==> src/rtl/rf_pkg.sv <==
// Shared widths and the writeback request record used by the register-file
// write arbiter and its result queue.
package rf_pkg;

    localparam int DATA_W   = 32;
    localparam int ADDR_W   = 5;
    localparam int NUM_REGS = 32;

    localparam logic [ADDR_W-1:0] REG_ZERO = '0;

    typedef struct packed {
        logic [ADDR_W-1:0] addr;
        logic [DATA_W-1:0] data;
    } wb_req_t;

endpackage

==> src/rtl/wb_kill_fifo.sv <==
// Circular queue of pending long-latency writebacks. Each entry carries a live
// bit that a newer pipeline write to the same register can clear in parallel.
module wb_kill_fifo
    import rf_pkg::*;
#(
    parameter int DEPTH = 4
) (
    input  logic                     clk,
    input  logic                     rst_n,
    input  logic                     push,
    input  wb_req_t                  push_req,
    input  logic                     pop,
    input  logic                     kill_en,
    input  logic [ADDR_W-1:0]        kill_addr,
    output wb_req_t                  head_req,
    output logic                     head_live,
    output logic                     empty,
    output logic                     full,
    output logic [$clog2(DEPTH):0]   count
);

    localparam int PTR_W = $clog2(DEPTH);

    wb_req_t            mem_q [DEPTH];
    logic [DEPTH-1:0]   live_q, live_d;
    logic [DEPTH-1:0]   kill_hit;
    logic [PTR_W-1:0]   rd_ptr_q, rd_ptr_d;
    logic [PTR_W-1:0]   wr_ptr_q, wr_ptr_d;
    logic [PTR_W:0]     count_q, count_d;

    // Match is evaluated on every slot; stale slots are harmless because a push
    // always re-arms the live bit of the slot it writes.
    generate
        for (genvar gi = 0; gi < DEPTH; gi++) begin : g_kill
            assign kill_hit[gi] = kill_en && (mem_q[gi].addr == kill_addr);
        end
    endgenerate

    always_comb begin
        live_d   = live_q & ~kill_hit;
        rd_ptr_d = rd_ptr_q;
        wr_ptr_d = wr_ptr_q;
        count_d  = count_q;
        if (push) begin
            live_d[wr_ptr_q] = 1'b1;
            wr_ptr_d         = wr_ptr_q + PTR_W'(1);
        end
        if (pop) begin
            rd_ptr_d = rd_ptr_q + PTR_W'(1);
        end
        case ({push, pop})
            2'b10:   count_d = count_q + (PTR_W+1)'(1);
            2'b01:   count_d = count_q - (PTR_W+1)'(1);
            default: count_d = count_q;
        endcase
    end

    always_ff @(posedge clk or negedge rst_n) begin
        if (!rst_n) begin
            live_q   <= '0;
            rd_ptr_q <= '0;
            wr_ptr_q <= '0;
            count_q  <= '0;
        end else begin
            live_q   <= live_d;
            rd_ptr_q <= rd_ptr_d;
            wr_ptr_q <= wr_ptr_d;
            count_q  <= count_d;
        end
    end

    // Payload needs no reset: occupancy is tracked solely by the pointers and count.
    always_ff @(posedge clk) begin
        if (push) begin
            mem_q[wr_ptr_q] <= push_req;
        end
    end

    assign head_req  = mem_q[rd_ptr_q];
    assign head_live = live_q[rd_ptr_q];
    assign empty     = (count_q == '0);
    assign full      = (count_q == (PTR_W+1)'(DEPTH));
    assign count     = count_q;

endmodule

==> src/rtl/rf_write_arbiter.sv <==
// Single write port in front of the register file: pipeline writeback has strict
// priority, queued long-latency results fill idle slots, starvation raises a stall.
module rf_write_arbiter
    import rf_pkg::*;
#(
    parameter int FIFO_DEPTH   = 4,
    parameter int STARVE_LIMIT = 8
) (
    input  logic                        clk,
    input  logic                        rst_n,
    input  logic                        pipe_we,
    input  logic [ADDR_W-1:0]           pipe_addr,
    input  logic [DATA_W-1:0]           pipe_data,
    input  logic                        lu_valid,
    output logic                        lu_ready,
    input  logic [ADDR_W-1:0]           lu_addr,
    input  logic [DATA_W-1:0]           lu_data,
    output logic                        we3,
    output logic [ADDR_W-1:0]           a3,
    output logic [DATA_W-1:0]           wd3,
    output logic                        stall_req,
    output logic [$clog2(FIFO_DEPTH):0] q_count
);

    localparam int SW = $clog2(STARVE_LIMIT + 1);

    wb_req_t            head_req;
    wb_req_t            push_req;
    logic               head_live;
    logic               q_empty;
    logic               q_full;
    logic               pipe_issue;
    logic               lu_push;
    logic               q_pop;

    logic               we3_q, we3_d;
    logic [ADDR_W-1:0]  a3_q, a3_d;
    logic [DATA_W-1:0]  wd3_q, wd3_d;
    logic               stall_req_q, stall_req_d;
    logic [SW-1:0]      starve_q, starve_d;

    assign pipe_issue = pipe_we && (pipe_addr != REG_ZERO);
    assign lu_push    = lu_valid && lu_ready && (lu_addr != REG_ZERO);
    assign q_pop      = !pipe_issue && !q_empty;
    assign push_req   = '{addr: lu_addr, data: lu_data};

    wb_kill_fifo #(
        .DEPTH (FIFO_DEPTH)
    ) u_fifo (
        .clk       (clk),
        .rst_n     (rst_n),
        .push      (lu_push),
        .push_req  (push_req),
        .pop       (q_pop),
        .kill_en   (pipe_issue),
        .kill_addr (pipe_addr),
        .head_req  (head_req),
        .head_live (head_live),
        .empty     (q_empty),
        .full      (q_full),
        .count     (q_count)
    );

    always_comb begin
        we3_d = 1'b0;
        a3_d  = '0;
        wd3_d = '0;
        if (pipe_issue) begin
            we3_d = 1'b1;
            a3_d  = pipe_addr;
            wd3_d = pipe_data;
        end else if (q_pop && head_live) begin
            we3_d = 1'b1;
            a3_d  = head_req.addr;
            wd3_d = head_req.data;
        end
    end

    // Counter only advances while the head is blocked; any pop or an empty queue clears it.
    always_comb begin
        starve_d = starve_q;
        if (q_empty || q_pop) begin
            starve_d = '0;
        end else if (starve_q != SW'(STARVE_LIMIT)) begin
            starve_d = starve_q + SW'(1);
        end
        stall_req_d = (starve_d == SW'(STARVE_LIMIT));
    end

    always_ff @(posedge clk or negedge rst_n) begin
        if (!rst_n) begin
            we3_q       <= 1'b0;
            a3_q        <= '0;
            wd3_q       <= '0;
            stall_req_q <= 1'b0;
            starve_q    <= '0;
        end else begin
            we3_q       <= we3_d;
            a3_q        <= a3_d;
            wd3_q       <= wd3_d;
            stall_req_q <= stall_req_d;
            starve_q    <= starve_d;
        end
    end

    assign lu_ready  = !q_full;
    assign we3       = we3_q;
    assign a3        = a3_q;
    assign wd3       = wd3_q;
    assign stall_req = stall_req_q;

endmodule

==> config.mk <==
export PLATFORM = sky130hd
export DESIGN_NAME = rf_write_arbiter
export DESIGN_NICKNAME = d
export VERILOG_FILES = /design/src/rtl/rf_pkg.sv /design/src/rtl/wb_kill_fifo.sv /design/src/rtl/rf_write_arbiter.sv
export SDC_FILE = /design/constraint.sdc
export NUM_CORES = 1
export LEC_CHECK = 0
export BUFFER_PORTS_ARGS = -buffer_cell sky130_fd_sc_hd__buf_2
export CORE_UTILIZATION = 45
export CTS_BUF_LIST = sky130_fd_sc_hd__clkbuf_16
export DETAILED_ROUTE_END_ITERATION = 10
export HOLD_SLACK_MARGIN = 0.1
export PLACE_DENSITY = 0.67
export SLEW_MARGIN = 20
export SYNTH_ARGS = -nofsm -noshare
export SYNTH_HDL_FRONTEND = slang
export SYNTH_SLANG_ARGS = --single-unit
==> constraint.sdc <==
create_clock -name clk -period 2.6 [get_ports clk]
set_clock_uncertainty 0.15 [all_clocks]
set_input_delay 0.13 -clock clk [delete_from_list [all_inputs] [get_ports clk]]
set_output_delay 0.13 -clock clk [all_outputs]
set_load 0.01 [all_outputs]
==> results_dict.tcl <==
set metrics [dict create \
    run_status "finished, final reports clean" \
    worstPathCellList "dlygate4sd3_1 > buf_2 > or4_1 > o211a_1 > inv_1 > ha_2 > inv_1 > fa_1 > xor2_1 > nor2_1 > xor2_1" \
    synth-seq-cells 202 \
    ir_drop_uv 837 \
    power.internal_w 0.00722 \
    final_power_w 0.0107 \
    wire_length_of_the_first_global_routing_pass_mm 27.6 \
    clock_power_share_pct 24.4 \
    synth_top_area_share_pct 53.6 \
    finish.instance_area_sq_um 10500 \
    clk-insertion-delay-late_ns 0.49 \
    rows 49 \
    worst_r2r_path_depth 5 \
    rsz0062_at_grt "false" \
    area_leader_netlist "sky130_fd_sc_hd__edfxtp_1" \
    ios 121 \
    grt_max_degree 39 \
    tritoncts_num_sinks 202 \
    fp.dieArea_sq_um 19000 \
    sw_share_pct 32.7 \
    yosysWarningCount 0 \
    timing.critical_path.fanout_max 5 \
    holdWs_ns 0.153 \
    grt_use_total_pct 19.3 \
    number_of_violations_reported_at_the_end_of_detailed_routing_iteration_0 358 \
    minimum_clock_period_after_layout_ns 2.46 \
    worst_setup_hold_path_clk_slew_ns 0.06 \
    static-leakage-power_nw 4.14 \
    net-switching-power_w 0.00351 \
    report.final.hold_viol_count 0 \
    async_flop_share_pct 26.7 \
    floorplan.core_area_sq_um 18000 \
    slew_headroom_pct 30.9 \
    synthToLayoutAreaGrowth_pct 26.5 \
    number_of_optimization_iterations_in_the_first_detailed_route_pass 4 \
    grt_antenna_before_repair 1 \
    post-place-ws_ns 0.155 \
    worstSetupPathType "in -> reg" \
    tritoncts.num_buffers 21 \
    fillers 1471 \
    worst-path-stages 11 \
    pwr-share-seq_pct 43.6 \
    critical-path-top-delay-family "buffers and inverters" \
    grt-ovfl-total 0 \
    drive_gt1_share_pct 29.0 \
    worst_path_setup_slack_after_routing_ns 0.138 \
    cp_num_buf_inv 4 \
    layout.area.seq_sq_um 5800 \
    power-per-cell-area_nw_per_um2 1020 \
    mappedNetlistNets 644 \
    post_dp_cell_area_sq_um 9090 \
    netlist_top_cells_area "sky130_fd_sc_hd__edfxtp_1, sky130_fd_sc_hd__dfrtp_1, sky130_fd_sc_hd__mux2_2" \
    detailedPlacementHpwl_mm 11.0 \
    io_buffers 120 \
    netlist-cell-type-count 37 \
    max-cap-violations 0 \
    final_antenna_net_count 0 \
    endpoint_kind "register" \
    timing.critical_path.required_ns 2.85 \
    routabilityCongestion 0.886 \
    dieWidth_um 138 \
    first_global_vias 5268 \
    tritoncts "done" \
    critical-path-slowest-cell "sky130_fd_sc_hd__or4_1" \
    vias_per_cell 5.26 \
    die_height_um 138 \
    syn_inst 558 \
    cts.path.max_buffers 3 \
    setup_tns_ns 0 \
    layout.nets 835 \
    initial_core_util_pct 46.0 \
    synth_sequential_area_ratio_pct 69.9 \
    postRouteWirelength_mm 18.0 \
    clockRootBuffer "sky130_fd_sc_hd__clkbuf_16" \
    timing.hold.worst.class "in -> async" \
    detailroute.via_count 5222 \
    worst_slew_pin_slew_ns 1.04 \
    yosys.cell_count.top_type "sky130_fd_sc_hd__edfxtp_1" \
    post-route-period-util_pct 94.7 \
    synth_enable_flop_cells 148 \
    detail_route.wl_per_cell_um 18.1 \
    setup_viol_count_final 0 \
    synth_area_per_cell_sq_um 14.9 \
    mappedNetlistArea_sq_um 8290 \
    drv_slew 0 \
    ys.flop_type "sky130_fd_sc_hd__edfxtp_1" \
    critPathArrivalTime_ns 2.71 \
    detail_route.drc_violations 0 \
    combPwrFrac_pct 32.0 \
    multi_input_gate_area_sq_um 2270 \
    htree_levels 1 \
    synth.cells.most_frequent "sky130_fd_sc_hd__edfxtp_1, sky130_fd_sc_hd__dfrtp_1, sky130_fd_sc_hd__nor3_1" \
    worstSetupStartpointType "input port" \
    crit_path_max_incr_delay_ns 0.55 \
    peak_freq_ghz 0.406 \
]
final timing paths:
kind,from,endpoint,slack (ns)
min reg2reg,u_fifo.live_q[1]$_DFF_PN0_,u_fifo.live_q[1]$_DFF_PN0_,0.36
max reg2reg,u_fifo.count[0]$_DFFE_PN0P_,u_fifo.mem_q[2][15]$_DFFE_PP_,0.21
min in group clk,pipe_addr[4],we3$_DFF_PN0_,0.22
min,rst_n,wd3[24]$_DFF_PN0_,0.15
max in group asynchronous,rst_n,wd3[15]$_DFF_PN0_,1.44
max,lu_addr[0],u_fifo.count[2]$_DFFE_PN0P_,0.14
sequential cells by signal, indices dropped and copies added, names as in the netlist, 2 cells and up:
register and flops:
u_fifo.mem_q 148, wd3 32, a3 5, starve_q 4
u_fifo.live_q 4, u_fifo.count 3, u_fifo.rd_ptr_q 2, u_fifo.wr_ptr_q 2
metrics by stage:
stage | utilization [%] | std cells
detailed placement | 50.5 | 879
global route | 58.2 | 993
global placement | 50.5 | 879
finish | 58.2 | 993
CTS | 58.1 | 994
floorplan | - | 558
power groups by stage:
stage / Combinational [W] / Sequential, W / Clock (W)
final: 0.00343 / 0.00468 / 0.00262
after CTS: 0.00346 / 0.00468 / 0.00267
after detailed placement: 0.00336 / 0.00474 / 0
after floorplan: 0.00228 / 0.00470 / 0
after global placement: 0.00330 / 0.00471 / 0
after global routing: 0.00376 / 0.00476 / 0.00281
placed cells by master, fill, tap and decap left out, types with 3 or more instances in the layout:
cell                              n
sky130_fd_sc_hd__edfxtp_1       148
sky130_fd_sc_hd__buf_2          117
sky130_fd_sc_hd__dlygate4sd3_1   77
sky130_fd_sc_hd__dfrtp_1         52
sky130_fd_sc_hd__nor3_1          42
sky130_fd_sc_hd__mux2_2          40
sky130_fd_sc_hd__nand2_1         40
sky130_fd_sc_hd__mux2i_1         38
sky130_fd_sc_hd__a31oi_1         37
sky130_fd_sc_hd__o21ai_0         30
sky130_fd_sc_hd__clkbuf_16       21
sky130_fd_sc_hd__xor2_1          16
sky130_fd_sc_hd__inv_1           12
sky130_fd_sc_hd__xnor2_1         11
sky130_fd_sc_hd__buf_4           10
sky130_fd_sc_hd__clkinv_2         9
sky130_fd_sc_hd__o21ai_2          8
sky130_fd_sc_hd__nor2_1           7
sky130_fd_sc_hd__ha_1             6
sky130_fd_sc_hd__nand4_1          4
sky130_fd_sc_hd__a22o_1           4
sky130_fd_sc_hd__and2_2           4
sky130_fd_sc_hd__nand3_1          3
sky130_fd_sc_hd__clkinv_1         3
logic make-up (layout without fill, tap and decap cells):
family          Yosys count  after routing  synth area share (%)
compound gates           85             85                  6.45
xor+xnor                 28             28                  3.05
fa+ha+maj                 8              8                  1.30
buf+inv                  49            254                  3.08
flops                   202            202                  69.9
mux                      79             79                  10.1
other cells               0              1                     0
simple gates            107            107                  6.07
repair_timing:
item | in CTS | in global routing
buffers inserted | 0 | 0
hold buffers | 78 | 1
setup endpoints to repair | 0 | 1
gates resized for setup | 0 | 4
endpoints found under the hold margin | 226 | 1
metal layers:
| layer | vias to the layer above | global-route usage [%] | part of all wire (%) |
|---|---|---|---|
| li1 | 2477 | - | - |
| met1 | 2570 | 24.3 | 41 |
| met2 | 150 | 34.3 | 51 |
| met3 | 25 | 3.09 | 6.0 |
| met4 | 0 | 5.13 | 1.5 |
| met5 | - | 0 | 0 |
final cells by class:
cell class	instances	share of cell area [%]
Sequential cell	202	55.3
Multi-Input combinational cell	307	21.6
Timing Repair Buffer	208	14.3
Clock buffer	21	5.01
Tap cell	229	2.73
Clock inverter	16	0.716
Inverter	9	0.322
Antenna cell	1	0.0239
Power figures use the tool's default switching activity.
